--- src/rtl/cp0_tlb_op_ctrl.sv ---
// -----------------------------------------------------------------------------
// cp0_tlb_op_ctrl
//
// Sequencer between the CP0/execute stage and the TLB maintenance port.
// It accepts one TLBP/TLBR/TLBWI/TLBWR at a time and freezes the CP0 operands.
// It presents a registered request to the TLB until tlb_ok comes back.
// It then issues a single-cycle CP0 writeback together with a done pulse.
// The block also owns the CP0 Random register that TLBWR uses as its target.
//
// Ports:
//   clk, resetn            clock, asynchronous active-low reset
//   op_valid, op_code      TLB instruction from the issuing stage
//                          (0=TLBP 1=TLBR 2=TLBWI 3=TLBWR)
//   cp0_*                  live CP0 EntryHi/EntryLo0/EntryLo1/Index/Wired
//   wired_we               CP0 Wired is being written (reloads Random)
//   tlb_req, tlb_*         request code (0=none, 1..4 = op+1) and latched operands
//   tlb_ok, res_*          TLB completion and result data
//   stall, done            pipeline hold and one-cycle completion pulse
//   wb_index_we, wb_index  Index writeback (TLBP)
//   wb_read_we, wb_entry*  EntryHi/EntryLo0/EntryLo1 writeback (TLBR)
//   random                 CP0 Random
// -----------------------------------------------------------------------------
module cp0_tlb_op_ctrl #(
    parameter int TLBEntries = 32,
    parameter int IDX_W      = 5
) (
    input  logic              clk,
    input  logic              resetn,
    input  logic              op_valid,
    input  logic [1:0]        op_code,
    input  logic [31:0]       cp0_entryhi,
    input  logic [31:0]       cp0_entrylo0,
    input  logic [31:0]       cp0_entrylo1,
    input  logic [31:0]       cp0_index,
    input  logic [IDX_W-1:0]  cp0_wired,
    input  logic              wired_we,
    output logic [2:0]        tlb_req,
    output logic [31:0]       tlb_entryhi,
    output logic [31:0]       tlb_entrylo0,
    output logic [31:0]       tlb_entrylo1,
    output logic [31:0]       tlb_index,
    input  logic              tlb_ok,
    input  logic [31:0]       res_index,
    input  logic [31:0]       res_entryhi,
    input  logic [31:0]       res_entrylo0,
    input  logic [31:0]       res_entrylo1,
    output logic              stall,
    output logic              done,
    output logic              wb_index_we,
    output logic [31:0]       wb_index,
    output logic              wb_read_we,
    output logic [31:0]       wb_entryhi,
    output logic [31:0]       wb_entrylo0,
    output logic [31:0]       wb_entrylo1,
    output logic [IDX_W-1:0]  random
);

    localparam logic [1:0] S_IDLE = 2'd0;
    localparam logic [1:0] S_REQ  = 2'd1;
    localparam logic [1:0] S_WB   = 2'd2;

    localparam logic [1:0] OP_TLBP  = 2'd0;
    localparam logic [1:0] OP_TLBR  = 2'd1;
    localparam logic [1:0] OP_TLBWR = 2'd3;

    localparam logic [IDX_W-1:0] RANDOM_MAX  = IDX_W'(TLBEntries - 1);
    // One extra bit so a Wired value equal to TLBEntries is still detectable.
    localparam logic [IDX_W:0]   ENTRIES_EXT = (IDX_W + 1)'(TLBEntries);

    logic [1:0]       state;
    logic [1:0]       op_q;
    logic             accept;
    logic [IDX_W-1:0] random_next;

    assign accept = (state == S_IDLE) && op_valid;

    // The instruction is held from the cycle it is presented until the TLB
    // answers; the writeback cycle is already free so it retires with done.
    assign stall = accept || (state == S_REQ);

    // Random reload takes priority over the decrement. An out-of-range Wired
    // value pins Random at the top entry instead of letting it wander.
    always_comb begin
        random_next = random - IDX_W'(1);
        if (wired_we || ({1'b0, cp0_wired} >= ENTRIES_EXT) ||
            (random == cp0_wired) || (random == '0)) begin
            random_next = RANDOM_MAX;
        end
    end

    always_ff @(posedge clk or negedge resetn) begin
        if (!resetn) begin
            random <= RANDOM_MAX;
        end else begin
            random <= random_next;
        end
    end

    // Operation sequencer. Writeback strobes and done default low every cycle
    // so that they can only ever be one cycle wide.
    always_ff @(posedge clk or negedge resetn) begin
        if (!resetn) begin
            state        <= S_IDLE;
            op_q         <= 2'd0;
            tlb_req      <= 3'd0;
            tlb_entryhi  <= 32'd0;
            tlb_entrylo0 <= 32'd0;
            tlb_entrylo1 <= 32'd0;
            tlb_index    <= 32'd0;
            done         <= 1'b0;
            wb_index_we  <= 1'b0;
            wb_index     <= 32'd0;
            wb_read_we   <= 1'b0;
            wb_entryhi   <= 32'd0;
            wb_entrylo0  <= 32'd0;
            wb_entrylo1  <= 32'd0;
        end else begin
            done        <= 1'b0;
            wb_index_we <= 1'b0;
            wb_read_we  <= 1'b0;
            case (state)
                S_IDLE: begin
                    if (op_valid) begin
                        op_q         <= op_code;
                        tlb_entryhi  <= cp0_entryhi;
                        tlb_entrylo0 <= cp0_entrylo0;
                        tlb_entrylo1 <= cp0_entrylo1;
                        // TLBWR targets the Random value current at acceptance.
                        tlb_index    <= (op_code == OP_TLBWR) ?
                                        {{(32 - IDX_W){1'b0}}, random} : cp0_index;
                        tlb_req      <= {1'b0, op_code} + 3'd1;
                        state        <= S_REQ;
                    end
                end
                S_REQ: begin
                    if (tlb_ok) begin
                        tlb_req <= 3'd0;
                        done    <= 1'b1;
                        if (op_q == OP_TLBP) begin
                            wb_index_we <= 1'b1;
                            wb_index    <= res_index;
                        end
                        if (op_q == OP_TLBR) begin
                            wb_read_we  <= 1'b1;
                            wb_entryhi  <= res_entryhi;
                            wb_entrylo0 <= res_entrylo0;
                            wb_entrylo1 <= res_entrylo1;
                        end
                        state <= S_WB;
                    end
                end
                S_WB: begin
                    state <= S_IDLE;
                end
                default: begin
                    tlb_req <= 3'd0;
                    state   <= S_IDLE;
                end
            endcase
        end
    end

endmodule

--- config.mk ---
export PLATFORM = sky130hd
export DESIGN_NAME = cp0_tlb_op_ctrl
export DESIGN_NICKNAME = d
export VERILOG_FILES = /design/src/rtl/cp0_tlb_op_ctrl.sv
export SDC_FILE = /design/constraint.sdc
export NUM_CORES = 1
export LEC_CHECK = 0
export CORE_AREA = 3 3 205 207
export CTS_BUF_LIST = sky130_fd_sc_hd__clkbuf_4
export CTS_CLUSTER_DIAMETER = 30
export CTS_CLUSTER_SIZE = 12
export DETAILED_ROUTE_END_ITERATION = 16
export DIE_AREA = 0 0 208 210
export DONT_BUFFER_PORTS = 1
export GPL_TIMING_DRIVEN = 1
export PLACE_DENSITY = 0.36
export SYNTH_ARGS = -nofsm -noshare
export SYNTH_HDL_FRONTEND = slang
export SYNTH_SLANG_ARGS = --single-unit
export TNS_END_PERCENT = 30
--- constraint.sdc ---
create_clock -name clk -period 3 [get_ports clk]
set_input_delay 0.15 -clock clk [delete_from_list [all_inputs] [get_ports clk]]
set_output_delay 0.15 -clock clk [all_outputs]
set_load 0.005 [all_outputs]
==> results of run 1 <==
-- per-stage QoR --
| stage | cell area [um2] | setup slack, ns | hold WS, ns | instances |
|---|---|---|---|---|
| after detailed placement | 11100 | 0.878 | -0.140 | 1378 |
| after global placement | 11100 | 0.944 | -0.139 | 1378 |
| after floorplan | 10600 | 1.32 | -0.146 | 883 |
-- cells by family after synthesis --
logic type      count (synthesis)
simple gates                  394
mux                           133
compound gates                 19
xor+xnor                        8
flops                         271
fa+ha+maj                       2
buf+inv                        56
-- cells in the mapped netlist, drive strengths merged --
library cell  instances
nor3                  1
nor2                  4
xor2                  1
or3b                  1
xnor2                 7
a32oi                 2
nand4                 1
o2bb2ai               3
inv                   8
o21ai                 5
ha                    2
clkbuf               19
nor3b                 3
and3b                 2
a22oi                 1
dfstp                 5
nor2b                 1
a21oi                 3
o211ai                5
nand2               353
buf                  29
nand3b               28
mux2i                 5
mux2                128
dfrtp               266
==> metrics.yaml, run 1 <==
dpl.hpwl_mm: 22.6
synth_top_family_by_area: "simple AND/OR/NAND/NOR gates"
synth_xor_area_frac: 0.00662
yosys.area_share.simple: 0.154
cts_root_buf: "clkbuf_4"
yosys-top-cells-area: "dfrtp_1 63%, nand2_1 13%, mux2_2 11%"
io_buffer_count: 0
synth_area_um2: 10600
synth_nets: 1153
syn_inst: 883
lastStage: "clock tree synthesis"
synth_top_area_share: 0.629
cts_resized: 0
die_h_um: 210
chipWidth_um: 208
synth_compound_area_frac: 0.0122
clkSinkCount: 271
synth_mux_area_frac: 0.151
synth-warning-count: 0
stop_error: "[ERROR RSZ-0060] Max buffer count reached."
seq_area_frac_synth: 0.642
place.gp.congestion: 0.721
synth.avg_cell_area_um2: 12.0
synth_top_area_cell: "dfrtp_1"
boundaryPins: 536
row_count: 74
status: "stopped before the end"
post_cts_buffers: 0
start_util: 0.261
postCtsHoldBufs: 306
ys_ff_latch: 271
synth_cell_types: 31
cts_htree_levels: 3
cts_buffers: 78
clock_tree.buffer_depth: 3
synth_fa_ha_area_frac: 0.00237
==> run 2: changes to the inputs <==
Settings changed: CTS_BUF_LIST sky130_fd_sc_hd__clkbuf_4 to default, CTS_CLUSTER_DIAMETER 30 to default, CTS_CLUSTER_SIZE 12 to default, PLACE_DENSITY 0.36 to default, PLACE_DENSITY_LB_ADDON from default to 0.15.
==> run 2 against run 1 <==
Net effect: the flow now finishes, with violations (hold timing); synthesized cell count unchanged; area after synthesis unchanged.
==> metrics.yaml, run 2 <==
chipWidth_um: 208
path_clk_slew_ns: 0.06
switching_power_w: 0.00396
synth-main-ff-cell: "dfrtp_1"
cts_buffers: 34
dpl_worst_slack_ns: 0.877
cp.arrival_ns: 2.55
drive_gt1_frac: 0.164
fin_area_um2: 14800
via_count: 7337
worst-path-buf-inv: 2
dr.first_iter.drc_count: 490
core-area_um2: 40600
place.gp.congestion: 0.742
r2r_cells: 6
vias_per_cell: 4.32
critical_path.max_stage_delay_ns: 0.62
synth_nets: 1153
placed_area_um2: 11100
grt_max_degree: 272
status: "complete, but fails checks"
crit_required_ns: 3.44
cp_top_family: "buffers and inverters"
worstReg2RegEnd: "random[0]$_DFF_PN1_"
violations: "hold timing"
yosys-top-cells-area: "dfrtp_1 63%, nand2_1 13%, mux2_2 11%"
relSlewSlack: 0.403
fin_crit_sh: 0.701
cpMaxStageDelayCell: "dfstp_2"
tns_ns: 0
reg2reg_from: "random[0]$_DFF_PN1_"
io_buffer_count: 0
dr.pass1.iters: 4
worstSkewPairLatency_ns: 0.52
cts_tree: "yes"
synth_cell_types: 31
hold_class: "in -> async"
crit_type: "reg -> reg"
nNetsFinal: 1416
synth_area_um2: 10600
synth.avg_cell_area_um2: 12.0
crit_fanout: 6
die_h_um: 210
min_period_ns: 2.10
drv_slew: 0
ys_ff_latch: 271
p_per_area_nw_per_um2: 872
synth.top_cells.by_count: "353 x nand2_1, 266 x dfrtp_1, 99 x mux2_2"
skew_ns: 0.0166
grt_overflow: 0
swShare: 0.308
row_count: 74
timing.final.hold_violations: 271
rsz0062_at_grt: "false"
antenna_found_initial: 4
p_leak_nw: 6.98
die_area_um2: 43700
seq_area_frac_synth: 0.642
syn_inst: 883
rrSetupSlack_ns: 0.90
internal_power_w: 0.00892
cts_resized: 0
drc: 0
peakVddDrop_uv: 346
wl_mm: 32.6
fmax_ghz: 0.476
start_util: 0.261
cts_root_buf: "clkbuf_16"
synth_top_area_cell: "dfrtp_1"
clock_tree.buffer_depth: 3
synth-async-reset-ratio: 1.00
grt_pass1_vias: 8069
worst_setup_path_end_kind: "register"
detail-route-antenna-nets: 0
cts_htree_levels: 2
crit_chain: "inv_1 > ha_1 > nor3b_1 > a21oi_1 > o211ai_1 > dlygate4sd3_1"
dpl.hpwl_mm: 22.0
max-cap-violations: 0
wl_per_cell_um: 19.2
power_frac_seq: 0.520
pwr-share-clk: 0.297
boundaryPins: 536
layout.cells.most_common_list: "353 x nand2_1, 267 x dlygate4sd3_1, 266 x dfrtp_1, 99 x mux2_2, 35 x clkbuf_16"
syn2layout_area_growth_pct: 39.6
yosysMostFrequentCell: "nand2_1"
grt_pass1_wl_mm: 49.3
pwr-share-comb: 0.183
synth_top_area_share: 0.629
clkSinkCount: 271
setup_ws_ns: 0.897
final_common_cell: "nand2_1"
whs_ns: -0.667
grtUsageTotal: 0.144
synth-warning-count: 0
worst_pin_slew_ns: 0.896
finalSetupViolCount: 0
synth_edf_count: 0
postCtsHoldBufs: 267
total_power_w: 0.0129
worstSetupStartpointType: "register"
==> run 2: cell counts after synthesis <==
Identical to the previous run, type by type.
==> run 2: how the worst max path moves through the flow <==
stage	cells after the start	end	startpoint
2_1_floorplan	5	wb_index[10]$_DFFE_PN0P_	state[1]$_DFFE_PN0P_
3_3_place_gp	4	wb_entrylo1[20]$_DFFE_PN0P_	state[1]$_DFFE_PN0P_
3_5_place_dp	4	wb_entrylo1[20]$_DFFE_PN0P_	state[1]$_DFFE_PN0P_
4_1_cts	4	wb_entrylo1[20]$_DFFE_PN0P_	state[1]$_DFFE_PN0P_
5_1_grt	4	wb_entrylo1[20]$_DFFE_PN0P_	state[1]$_DFFE_PN0P_
6_report	6	random[0]$_DFF_PN1_	random[0]$_DFF_PN1_
==> run 2: logic make-up (layout without fill, tap and decap cells) <==
group                      after synthesis  count (layout)  share of synthesized area
DFF                                    271             271                      0.642
muxes                                  133             133                      0.151
AOI/OAI and AO/OA                       19              19                     0.0122
other                                    0               2                          0
xor gates and xnor gates                 8               8                    0.00662
buffers and inverters                   56             339                     0.0317
and+or+nand+nor                        394             394                      0.154
adders and majority gates                2               2                    0.00236
==> run 2: layout make-up <==
cell class,instances,area (um2)
antenna,2,5.00
clock buffer,50,972
clock inverter,6,65.1
fill,3954,25800
inverter,8,30.0
multi-input combinational,556,3470
sequential,271,6790
tap,532,666
timing repair buffer,275,2770
==> run 2: routing by layer <==
metal,share of wire,GRT usage,up-vias
li1,-,-,3381
met1,0.37,0.161,3547
met2,0.50,0.251,344
met3,0.098,0.0618,61
met4,0.027,0.0451,4
met5,0.00083,0,-
==> run 2: per-stage QoR <==
stage | util | instances | hold slack (ns)
after floorplan | - | 883 | -0.146
after global placement | 0.273 | 1375 | -0.139
after detailed placement | 0.273 | 1375 | -0.139
after CTS | 0.364 | 1698 | -0.709
after global routing | 0.364 | 1700 | -0.702
final | 0.364 | 1700 | -0.667
==> run 2: power by group through the flow <==
stage / clock [W] / sequential [W] / combinational [W]
after CTS: 0.00399 / 0.00674 / 0.00239
after detailed placement: 0 / 0.00678 / 0.00209
after floorplan: 0 / 0.00614 / 0.00183
after global routing: 0.00416 / 0.00689 / 0.00266
after global placement: 0 / 0.00684 / 0.00200
final: 0.00383 / 0.00670 / 0.00235
==> run 2: timing repair <==
item,4_1_cts,5_1_grt
endpoints found under the setup margin,0,0
setup buffers,0,0
endpoints found under the hold margin,540,271
Power figures use the tool's default switching activity.
